[src/rtl/spi_adc_responder.sv]
// SPI mode-0 slave that emulates a single-channel ADC answering 24-bit read frames
// (8-bit command, 16-bit sample), with Wishbone-programmable samples, ramp and irq.
module spi_adc_responder #(
  parameter int          ADDR_WIDTH   = 8,
  parameter logic [15:0] DEFAULT_STEP = 16'd1
) (
  input  logic                  clk,
  input  logic                  rst_n,
  input  logic [ADDR_WIDTH-1:0] wb_addr,
  input  logic [31:0]           wb_dat_i,
  output logic [31:0]           wb_dat_o,
  input  logic                  wb_we,
  input  logic [3:0]            wb_sel,
  input  logic                  wb_stb,
  output logic                  wb_ack,
  input  logic                  spi_sck,
  input  logic                  spi_cs_n,
  input  logic                  spi_mosi,
  output logic                  spi_miso,
  output logic                  spi_miso_oe,
  output logic                  irq
);

  typedef enum logic [1:0] {IDLE, CMD, DATA, DONE} state_e;

  localparam logic [5:0] REG_CTRL   = 6'h00;
  localparam logic [5:0] REG_STATUS = 6'h01;
  localparam logic [5:0] REG_CH0    = 6'h02;
  localparam logic [5:0] REG_STEP   = 6'h06;
  localparam logic [5:0] REG_XFER   = 6'h07;
  localparam logic [5:0] REG_LAST   = 6'h08;

  // Pad synchronizers; CS idles high so its chain resets to deselected.
  logic [1:0] sck_sync_q, cs_sync_q, mosi_sync_q;
  logic       sck_prev_q, cs_prev_q;
  logic       sck_fall, cs_fall, cs_rise, mosi_s;

  state_e      state_q, state_d;
  logic [3:0]  bit_cnt_q, bit_cnt_d;
  logic [7:0]  cmd_shift_q, cmd_shift_d, cmd_word;
  logic [15:0] tx_shift_q, tx_shift_d;
  logic [1:0]  chan_q;
  logic        valid_q;
  logic        cmd_done, xfer_done, abort_evt;
  logic        xfer_done_q, irq_q;

  logic [2:0]  ctrl_q;
  logic [15:0] sample_q [4];
  logic [15:0] step_q, xfer_cnt_q;
  logic [7:0]  last_cmd_q;
  logic        cmd_err_q, abort_q;
  logic [3:0]  read_flag_q, flag_set;
  logic        wb_ack_q;
  logic [31:0] wb_dat_q, rd_data;
  logic        bus_cycle, bus_wr, ramp_upd;
  logic [5:0]  reg_idx;
  logic [7:0]  status_w1c;
  logic        unused_inputs;

  always_ff @(posedge clk or negedge rst_n) begin
    if (!rst_n) begin
      sck_sync_q  <= 2'b00;
      cs_sync_q   <= 2'b11;
      mosi_sync_q <= 2'b00;
      sck_prev_q  <= 1'b0;
      cs_prev_q   <= 1'b1;
    end else begin
      sck_sync_q  <= {sck_sync_q[0], spi_sck};
      cs_sync_q   <= {cs_sync_q[0], spi_cs_n};
      mosi_sync_q <= {mosi_sync_q[0], spi_mosi};
      sck_prev_q  <= sck_sync_q[1];
      cs_prev_q   <= cs_sync_q[1];
    end
  end

  assign sck_fall = sck_prev_q & ~sck_sync_q[1];
  assign cs_fall  = cs_prev_q & ~cs_sync_q[1];
  assign cs_rise  = ~cs_prev_q & cs_sync_q[1];
  assign mosi_s   = mosi_sync_q[1];
  assign cmd_word = {cmd_shift_q[6:0], mosi_s};

  // NOTE: every signal written here gets a default first, so no path can infer a latch.
  always_comb begin
    state_d     = state_q;
    bit_cnt_d   = bit_cnt_q;
    cmd_shift_d = cmd_shift_q;
    tx_shift_d  = tx_shift_q;
    cmd_done    = 1'b0;
    xfer_done   = 1'b0;
    abort_evt   = 1'b0;
    unique case (state_q)
      IDLE: if (cs_fall && ctrl_q[0]) begin
        state_d   = CMD;
        bit_cnt_d = '0;
      end
      CMD: if (!ctrl_q[0] || cs_rise) begin
        abort_evt = 1'b1;
        state_d   = IDLE;
      end else if (sck_fall) begin
        cmd_shift_d = cmd_word;
        bit_cnt_d   = bit_cnt_q + 4'd1;
        if (bit_cnt_q == 4'd7) begin
          cmd_done   = 1'b1;
          bit_cnt_d  = '0;
          state_d    = DATA;
          tx_shift_d = cmd_word[7] ? sample_q[cmd_word[6:5]] : 16'h0000;
        end
      end
      DATA: if (!ctrl_q[0] || cs_rise) begin
        abort_evt = 1'b1;
        state_d   = IDLE;
      end else if (sck_fall) begin
        tx_shift_d = {tx_shift_q[14:0], 1'b0};
        bit_cnt_d  = bit_cnt_q + 4'd1;
        if (bit_cnt_q == 4'd15) state_d = DONE;
      end
      DONE: if (!ctrl_q[0]) begin
        abort_evt = 1'b1;
        state_d   = IDLE;
      end else if (cs_rise) begin
        xfer_done = 1'b1;
        state_d   = IDLE;
      end
      default: state_d = IDLE;
    endcase
  end

  always_ff @(posedge clk or negedge rst_n) begin
    if (!rst_n) begin
      state_q     <= IDLE;
      bit_cnt_q   <= '0;
      cmd_shift_q <= '0;
      tx_shift_q  <= '0;
      chan_q      <= '0;
      valid_q     <= 1'b0;
      xfer_done_q <= 1'b0;
      irq_q       <= 1'b0;
    end else begin
      state_q     <= state_d;
      bit_cnt_q   <= bit_cnt_d;
      cmd_shift_q <= cmd_shift_d;
      tx_shift_q  <= tx_shift_d;
      if (cmd_done) begin
        chan_q  <= cmd_word[6:5];
        valid_q <= cmd_word[7];
      end
      xfer_done_q <= xfer_done;
      irq_q       <= xfer_done_q & ctrl_q[2];
    end
  end

  assign bus_cycle  = wb_stb & ~wb_ack_q;
  assign bus_wr     = bus_cycle & wb_we;
  assign reg_idx    = wb_addr[7:2];
  assign status_w1c = (bus_wr && reg_idx == REG_STATUS) ? wb_dat_i[7:0] : 8'h00;
  assign ramp_upd   = xfer_done & valid_q & ctrl_q[1];
  assign flag_set   = (xfer_done && valid_q) ? (4'b0001 << chan_q) : 4'b0000;

  always_comb begin
    rd_data = '0;
    case (reg_idx)
      REG_CTRL:   rd_data[2:0]  = ctrl_q;
      REG_STATUS: rd_data[7:0]  = {read_flag_q, 1'b0, abort_q, cmd_err_q, state_q != IDLE};
      6'h02:      rd_data[15:0] = sample_q[0];
      6'h03:      rd_data[15:0] = sample_q[1];
      6'h04:      rd_data[15:0] = sample_q[2];
      6'h05:      rd_data[15:0] = sample_q[3];
      REG_STEP:   rd_data[15:0] = step_q;
      REG_XFER:   rd_data[15:0] = xfer_cnt_q;
      REG_LAST:   rd_data[7:0]  = last_cmd_q;
      default:    rd_data = '0;
    endcase
  end

  always_ff @(posedge clk or negedge rst_n) begin
    if (!rst_n) begin
      ctrl_q      <= '0;
      step_q      <= DEFAULT_STEP;
      xfer_cnt_q  <= '0;
      last_cmd_q  <= '0;
      cmd_err_q   <= 1'b0;
      abort_q     <= 1'b0;
      read_flag_q <= '0;
      wb_ack_q    <= 1'b0;
      wb_dat_q    <= '0;
      // NOTE: the sample bank is a handful of flops with defined reset values, so it is reset like any register.
      for (int i = 0; i < 4; i++) sample_q[i] <= '0;
    end else begin
      wb_ack_q <= bus_cycle;
      if (bus_cycle && !wb_we) wb_dat_q <= rd_data;
      if (bus_wr && reg_idx == REG_CTRL) ctrl_q <= wb_dat_i[2:0];
      if (bus_wr && reg_idx == REG_STEP) step_q <= wb_dat_i[15:0];
      if (cmd_done) last_cmd_q <= cmd_word;
      if (xfer_done) xfer_cnt_q <= xfer_cnt_q + 16'd1;
      cmd_err_q   <= (cmd_err_q & ~status_w1c[1]) | (cmd_done & ~cmd_word[7]);
      abort_q     <= (abort_q & ~status_w1c[2]) | abort_evt;
      read_flag_q <= (read_flag_q & ~status_w1c[7:4]) | flag_set;
      // NOTE: non-blocking, so the later bus write overrides a same-cycle ramp update.
      for (int i = 0; i < 4; i++) begin
        if (ramp_upd && chan_q == 2'(i)) sample_q[i] <= sample_q[i] + step_q;
        if (bus_wr && reg_idx == REG_CH0 + 6'(i)) sample_q[i] <= wb_dat_i[15:0];
      end
    end
  end

  assign wb_ack      = wb_ack_q;
  assign wb_dat_o    = wb_dat_q;
  assign irq         = irq_q;
  assign spi_miso    = (state_q == DATA) & tx_shift_q[15] & ctrl_q[0];
  assign spi_miso_oe = (state_q != IDLE) & ctrl_q[0];

  assign unused_inputs = ^{wb_sel, wb_addr[1:0], wb_dat_i[31:16]};

endmodule

[config.mk]
export PLATFORM = sky130hd
export DESIGN_NAME = spi_adc_responder
export DESIGN_NICKNAME = d
export VERILOG_FILES = /design/src/rtl/spi_adc_responder.sv
export SDC_FILE = /design/constraint.sdc
export NUM_CORES = 1
export LEC_CHECK = 0
export ABC_AREA = 1
export BUFFER_PORTS_ARGS = -buffer_cell sky130_fd_sc_hd__buf_2
export CAP_MARGIN = 20
export CORE_MARGIN = 10
export CORE_UTILIZATION = 28
export CTS_BUF_LIST = sky130_fd_sc_hd__clkbuf_8
export CTS_CLUSTER_SIZE = 30
export DETAILED_ROUTE_END_ITERATION = 16
export SYNTH_ARGS = -nofsm -noshare
export SYNTH_HDL_FRONTEND = slang
export SYNTH_SLANG_ARGS = --single-unit
[constraint.sdc]
create_clock -name clk -period 3.3 [get_ports clk]
set_clock_uncertainty 0.15 [all_clocks]
set_input_delay 0.165 -clock clk [delete_from_list [all_inputs] [get_ports clk]]
set_output_delay 0.165 -clock clk [all_outputs]
set_load 0.03 [all_outputs]
-- Word-level counts from Yosys, hierarchy flattened
Cells that the tools add are included.
- flip-flop bits (word level): 172
- output and inout port bits: 36
- add/subtract/negate cells: 6
- $lt $le $gt $ge: 1
- eq/ne operators: 27
- shift-type cells: 1
- mux-type cells: 50
- bitwise logic cells: 28
- reduce and logical (&&, ||, !) cells: 32
- operators with widths (cell ; count):
    $mux 16 ; 16
    $add 16x16->16 ; 4
    $pmux 8 s6 ; 1
    $pmux 5 s8 ; 1
    $bmux 16 s2 ; 1
    $pmux 16 s2 ; 1
    $mux 4 ; 7
    $pmux 3 s9 ; 1
    $eq 6x3->1 const B ; 4
    $mux 2 ; 9
    $reduce_and 6->1 ; 3
    $add 16x1->16 const B ; 1
    $ne 3x3->1 const B ; 5
    $and 1x1->1 ; 14
    $logic_and 1x1->1 ; 14
    $eq 6x2->1 const B ; 2
    $ne 2x2->1 const B ; 6
    $pmux 4 s3 ; 1
    $reduce_bool 2->1 ; 6
    $mux 1 ; 9
    $eq 2x2->1 const B ; 4
    $mux 8 ; 1
    $not 1->1 ; 8
    $pmux 2 s4 ; 1
    other kinds (21) ; 25

-- Depth between registers and ports, before layout
Gate-level depths: netlist of run 1.
- depth in word-level cells: 10
- gate-level depth with buffers: 11
- mapped depth without buffers: 11

-- Worst setup path before layout of run 1
OpenSTA, ideal clock, no wires.
- path kind: register to register
- start: register sample_q[16] (netlist bit)
- end: register sample_q[22] (netlist bit)
- data arrival time: 1.697 ns
- data required time: 3.026 ns
- path slack: 1.328 ns
- cell stages (with the launch flop): 10
- path buffers: 0
- clock period less this slack: 1.972 ns
- cells stage by stage: dfrtp_1 > ha_1 > fa_1 > nand3_1 > nand2_1 > nand2_1 > nand2_1 > or2_2 > nand3_1 > nand3_1
- cells in the longest elaborated chain, start to end: 3
- ends and longest elaborated chain (item ; line ; source):
    from (decl) ; 48 ; logic [15:0] sample_q [4];
    from (signal, indexed assignment) ; 200 ; if (ramp_upd && chan_q == 2'(i)) sample_q[i] <= sample_q[i] + step_q;
    from (signal, indexed assignment) ; 201 ; if (bus_wr && reg_idx == REG_CH0 + 6'(i)) sample_q[i] <= wb_dat_i[15:0];
    $add 16x16->16 ; 200 ;
    $mux 16 ; 200 ;
    $mux 16 ; 201 ;
No other way between the ends. The select of a mux whose other input is x is not followed.
A chain may end at the register's enable or synchronous reset.

-- Final worst setup path of run 1
- start: register wb_ack_q, in the netlist wb_ack
- end: register sample_q[45] (netlist bit)
- cells in the longest elaborated chain, start to end: 5
- ends and longest elaborated chain (item ; line ; source):
    from (decl) ; 53 ; logic wb_ack_q;
    from (signal assigned) ; 189 ; wb_ack_q <= bus_cycle;
    $not 1->1 * ; 152 ; assign bus_cycle = wb_stb & ~wb_ack_q;
    $and 1x1->1 * ; 152 ;
    named net bus_cycle ; 55 ; logic bus_cycle, bus_wr, ramp_upd;
    $and 1x1->1 * ; 153 ; assign bus_wr = bus_cycle & wb_we;
    $logic_and 1x1->1 * ; 201 ;
    $mux 16 or $reduce_bool 2->1 (tied branches) ; n/a ;
Mark *: on every way through the listed nets, which the timed path passes. The rest lies on a longest branch.

==> results.yml, run 1 <==
status:
  status: "finished, final reports clean"
route:
  route.detailed.drc: 0
  drtIter0Drc: 1029
  vias_per_cell: 4.77
  drt-total-wl_um: 43100
  vias: 12200
  avgRoutedWirePerCell_um: 16.9
  drtAntennaViolNets: 0
  first_pass_iters: 8
logic_synthesis:
  ys.flop_type: "dfrtp_1"
  synth-compound-area-share_pct: 11.3
  syn_inst: 1884
  syn_area_mm2: 0.0126
  ys_warn_count: 0
  synth.avg_cell_area_um2: 6.69
  synth_top_cell_area_share_pct: 32.8
  synth_xor_area_share_pct: 2.22
  synthArstFlopShare_pct: 100
  synth_top_family_by_area: "simple AND/OR/NAND/NOR gates"
  seq_area_frac_synth_pct: 33.6
  synth_cell_types: 45
  synth_top_area_cell: "dfrtp_1"
  synth-seq-cells: 169
  synth_edf_count: 0
  synthAdderAreaFrac_pct: 7.19
  muxShareOfSynthArea_pct: 0.179
  synth_area_leaders: "dfrtp_1 (33%), nand2_1 (19%), inv_1 (8.1%)"
  yosys.area_share.simple_pct: 34.6
critical_path:
  start_kind: "flip-flop"
  path_buf_inv: 2
  required_ps: 3620
  endpoint_kind: "flip-flop"
  rrSetupSlack_ps: 870
  path_class: "reg2reg"
  regToRegStartpoint: "wb_ack$_DFF_PN0_"
  worstPathCellList: "nor2_1 -> nand2_2 -> inv_1 -> nand2_2 -> clkinv_2 -> nor2_4 -> nand3_1 -> nand2_1"
  cp_slowest_cell: "nor2_4"
  r2r_end: "sample_q[45]$_DFFE_PN0P_"
  arrival_ps: 2740
  critPathMostFrequentCell: "nand2_2"
  reg2reg_depth: 8
  max_stage_delay_ps: 450
  critical_path.top_delay_family: "simple AND/OR/NAND/NOR gates"
  crit_fanout: 16
clock_tree:
  cts_root_buffer: "clkbuf_8"
  cts_tree: "done"
  clock-sinks: 169
  cts_resized: 0
  clock_path_buffers: 2
  clock_latency_ps: 530
  cts_setup_buffers: 0
  path_clk_slew_ps: 110
  htree_levels: 4
  cts_buffers: 17
min_path:
  hp-class: "in2reg"
  hold_depth: 5
  min_to: "wb_dat_o[6]$_DFFE_PN0P_"
  min_from: "wb_we"
sta:
  setup_viol: 0
  slew-limit-headroom_pct: 35.1
  worst_pin_slew_ps: 963
  min_period_ps: 2430
  rsz0062_at_grt: "no"
  timing.hold.ws_ps: 28.5
  clock.fmax_mhz: 412
  finalCritPeriodShare_pct: 73.5
  finalSetupTns_ps: 0
  hold_violations: 0
  slew_viol_final: 0
power:
  p_int_mw: 3.21
  netSwitchingFraction_pct: 35.8
  power.share.clock_pct: 32.8
  pwr-share-seq_pct: 48.1
  p_total_mw: 5.01
  ir_drop_mv: 0.306
  p_sw_mw: 1.79
  combPwrFrac_pct: 19.1
  leakage_nw: 7.49
  powerDensity_mw_per_mm2: 354
global_route:
  grtUsageTotal_pct: 15.9
  grt_pass1_wl_um: 66200
  overflow: 0
  grt_max_degree: 85
  grt_pass1_vias: 11600
  antenna_found_initial: 0
finish:
  antennaDiodeCount: 0
  syn2layout_area_growth_pct: 12.3
  final_cells: 2557
  nets: 2073
  final_common_cell: "nand2_1"
  layout_common_cells: "nand2_1 (647), inv_1 (273), dfrtp_1 (165), nand3_1 (148), o21ai_0 (146)"
  utilization_pct: 31.9
  layout-drive-gt1-share_pct: 8.60
die:
  die_area_mm2: 0.0539
  io_pins: 87
  start_util_pct: 28.4
  die_h_um: 232
  coreArea_mm2: 0.0443
  die_w_um: 232
  rows: 77
job:
  maxCapViolations: 0
placement:
  port_buffers: 48
  dp_hpwl_um: 34400
  gp_congestion: 0.942
  placedCellCount: 2504
[cell type report]
cell class | count | area, um2
well taps | 592 | 741
clock buffers | 17 | 234
multi-input cells | 1392 | 7050
inverters | 285 | 1070
repair buffers | 87 | 617
flip-flops and latches | 169 | 4230
clock inverters | 15 | 201
fillers | 4841 | 30200
[power groups by stage]
stage | Clock (mW) | Sequential (mW) | Combinational [mW]
final | 1.64 | 2.41 | 0.954
after global routing | 1.76 | 2.43 | 1.07
after CTS | 1.68 | 2.40 | 0.950
after detailed placement | 0 | 2.44 | 0.925
after global placement | 0 | 2.44 | 0.911
after floorplan | 0 | 2.41 | 0.617
[synth_stat cells (2+ instances only)]
library cell / number
a21boi_1: 8
a21oi_1: 59
a31oi_1: 13
and2_1: 6
buf_1: 3
buf_2: 13
buf_4: 19
buf_6: 2
clkbuf_1: 16
dfrtp_1: 165
dfstp_2: 4
fa_1: 4
ha_1: 66
inv_1: 273
inv_2: 9
mux2_1: 2
nand2_1: 647
nand2_2: 5
nand3_1: 148
nand3_2: 2
nand3_4: 3
nand3b_1: 4
nand4_1: 14
nor2_1: 119
nor2_2: 2
nor2_4: 12
nor2_8: 2
nor3_1: 18
nor3_4: 2
o211ai_1: 19
o21ai_0: 146
o21ai_1: 11
o21ai_2: 2
o22ai_1: 4
or2_2: 22
xnor2_1: 8
xor2_1: 24
[through the flow]
step,setup WS (ps),area (um2)
final,873,14200
after global routing,760,14200
after CTS,877,14200
after detailed placement,928,13500
after global placement,935,13500
after floorplan,1330,12700
[routing by layer]
metal / GRT usage, % / share of wire (%) / routed length (um)
met1: 20.9 / 46 / 19700
met3: 2.25 / 5.2 / 2250
met2: 25.5 / 46 / 19700
met4: 6.84 / 3.3 / 1400
met5: 0 / 0 / 0
[worst max path at each step]
stage / from / to / slack [ps] / depth (start not counted)
floorplan: sample_q[16]$_DFFE_PN0P_ / sample_q[22]$_DFFE_PN0P_ / 1330 / 9
global placement: wb_ack$_DFF_PN0_ / sample_q[45]$_DFFE_PN0P_ / 940 / 8
detailed placement: wb_ack$_DFF_PN0_ / sample_q[45]$_DFFE_PN0P_ / 930 / 8
CTS: state_q[0]$_DFFE_PN0P_ / spi_miso / 880 / 6
global route: wb_ack$_DFF_PN0_ / sample_q[45]$_DFFE_PN0P_ / 760 / 8
finish: wb_ack$_DFF_PN0_ / sample_q[45]$_DFFE_PN0P_ / 870 / 8
[what timing repair did]
action                                  4_1_cts  5_1_grt
hold buffers                                 21        0
endpoints found under the setup margin        0        0
hold endpoints to repair                    168        0
[worst min-delay path: cells and delay by family]
kind / cells / cell delay (ps)
buffers and inverters: 2 / 320
AND/OR/NAND/NOR: 3 / 180
[state kept, by name (all words and copies together), names as in the netlist, 3 cells and up]
signal	count
tx_shift_q	16
wb_dat_o	16
last_cmd_q	6
ctrl_q	3
cmd_shift_q	7
step_q	16
sample_q	64
bit_cnt_q	4
xfer_cnt_q	16
read_flag_q	4
[cell families after synthesis]
logic type / count (synthesis)
compound gates: 264
mux: 2
fa+ha+maj: 70
buf+inv: 338
other cells: 1
simple gates: 1008
xor+xnor: 32
flops: 169
No activity file was read; power rests on OpenSTA's default activity.
==> run 2: changes to the inputs <==
- clock period: 3.3 -> 2.41 ns (I/O delays scaled with it)
==> run 2 against run 1 <==
Against the previous run: die area unchanged; fmax up 9.2%; register-to-register slack worse by 690 ps; power up 36%; core utilization up 0.62 points; final area up 1.9%; global-route usage up 0.29 points.
==> results.yml, run 2 (synthesized netlist as in run 1, its figures left out) <==
critical_path:
  start_kind: "flip-flop"
  cp_slowest_cell: "dfstp_2"
  arrival_ps: 2500
  max_stage_delay_ps: 560
  required_ps: 2690
  endpoint_kind: "flip-flop"
  path_class: "reg2reg"
  crit_fanout: 16
  worstPathCellList: "inv_2 -> nor2_4 -> nand3_4 -> nor2_8 -> nand3_4 -> nor2_4 -> nand3_1 -> nand2_1"
power:
  powerDensity_mw_per_mm2: 471
  netSwitchingFraction_pct: 36.2
  combPwrFrac_pct: 19.6
  pwr-share-seq_pct: 48.6
  p_int_mw: 4.34
  p_sw_mw: 2.46
  leakage_nw: 7.65
  ir_drop_mv: 0.324
  power.share.clock_pct: 31.9
finish:
  layout-drive-gt1-share_pct: 9.83
  layout_common_cells: "nand2_1 (647), inv_1 (273), dfrtp_1 (164), nand3_1 (148), o21ai_0 (146)"
  nets: 2101
  multiInputGateArea_mm2: 0.00705
  nFillCells: 4871
  top_register: "sample_q"
  largest_register_ffs: 64
  regArea_mm2: 0.00424
  syn2layout_area_growth_pct: 14.5
  final_common_cell: "nand2_1"
global_route:
  grt_max_degree: 57
  grt_pass1_wl_um: 68100
  overflow: 0
  antenna_found_initial: 1
  grt_pass1_vias: 12000
  grtUsageTotal_pct: 16.2
sta:
  finalCritPeriodShare_pct: 92.2
  rsz0062_at_grt: "no"
  hold_violations: 0
  finalSetupTns_ps: 0
  setup_viol: 0
  timing.hold.ws_ps: 6.66
  slew-limit-headroom_pct: 55.5
  slew_viol_final: 0
  min_period_ps: 2220
  worst_pin_slew_ps: 661
  clock.fmax_mhz: 450
route:
  first_pass_iters: 5
  route.detailed.drc: 0
  vias_per_cell: 4.81
  avgRoutedWirePerCell_um: 17.0
  drt-total-wl_um: 43900
  vias: 12400
  drtAntennaViolNets: 0
  drtIter0Drc: 1080
placement:
  gp_congestion: 0.967
  port_buffers: 48
  dp_hpwl_um: 35400
die:
  rows: 77
  die_h_um: 232
  die_w_um: 232
  start_util_pct: 28.4
  die_area_mm2: 0.0539
  io_pins: 87
  coreArea_mm2: 0.0443
clock_tree:
  cts_root_buffer: "clkbuf_8"
  htree_levels: 4
  cts_buffers: 17
  clock-sinks: 169
  cts_setup_buffers: 0
  path_clk_slew_ps: 120
  clock_path_buffers: 2
  cts_tree: "done"
  clock_latency_ps: 500
min_path:
  hp-class: "in2async"
job:
  maxCapViolations: 0
status:
  status: "finished, final reports clean"
run 2: layout make-up:
cell class / instances / area share, %
Sequential cell: 169 / 29.4
Multi-Input combinational cell: 1392 / 48.9
Timing Repair Buffer: 115 / 6.20
Tap cell: 592 / 5.13
Clock inverter: 15 / 1.34
Antenna cell: 1 / 0.0173
Inverter: 285 / 7.44
Clock buffer: 17 / 1.62
run 2: path summary, 6_finish.rpt:
path	start	endpoint	slack (ps)	depth (start not counted)
worst min register to register	sck_sync_q[0]$_DFF_PN0_	sck_sync_q[1]$_DFF_PN0_	210	0
worst min-delay path	rst_n	xfer_cnt_q[3]$_DFFE_PN0N_	7	2
worst max-delay path	cs_sync_q[1]$_DFF_PN1_	sample_q[61]$_DFFE_PN0P_	190	8
worst max register to register	cs_sync_q[1]$_DFF_PN1_	sample_q[61]$_DFFE_PN0P_	190	8
max in group asynchronous	rst_n	cs_prev_q$_DFF_PN1_	1400	3
min in group clk	wb_addr[4]	ctrl_q[2]$_DFFE_PN0P_	50	4
run 2: per-stage QoR:
stage / total power, mW / utilization (%) / instance area [um2] / setup WS, ps / instances
finish: 6.80 / 32.6 / 14400 / 188 / 2586
global route: 7.16 / 32.6 / 14400 / 41.4 / 2586
CTS: 6.84 / 32.5 / 14400 / 151 / 2585
detailed placement: 4.64 / 31.1 / 13800 / 152 / 2530
global placement: 4.60 / 31.1 / 13800 / 156 / 2530
floorplan: 4.14 / - / 12700 / 438 / 1899
run 2: metal layers:
metal,GRT usage (%),part of all wire [%],routed length [um],vias up
met4,6.29,3.2,1400,0
met1,20.7,45,19600,5893
met3,2.41,5.4,2370,54
met2,26.8,47,20500,350
met5,0,0,0,-
li1,-,-,-,6135
run 2: critical path: cells and delay by family, from the launching register on:
kind / cells / cell delay, ps
buffers and inverters: 1 / 50
flip-flops: 1 / 560
AND/OR/NAND/NOR: 7 / 1390
run 2: what timing repair did:
item                                    CTS  global route
endpoints found under the setup margin    0             1
resized for setup                         0             1
hold buffers                             23             0
endpoints found under the hold margin   254             0
run 2: power by group through the flow:
| stage | registers [mW] | clock network, mW | logic, mW |
|---|---|---|---|
| final | 3.30 | 2.17 | 1.33 |
| after detailed placement | 3.35 | 0 | 1.29 |
| after floorplan | 3.30 | 0 | 0.844 |
| after global routing | 3.32 | 2.33 | 1.50 |
| after CTS | 3.29 | 2.22 | 1.33 |
| after global placement | 3.34 | 0 | 1.26 |
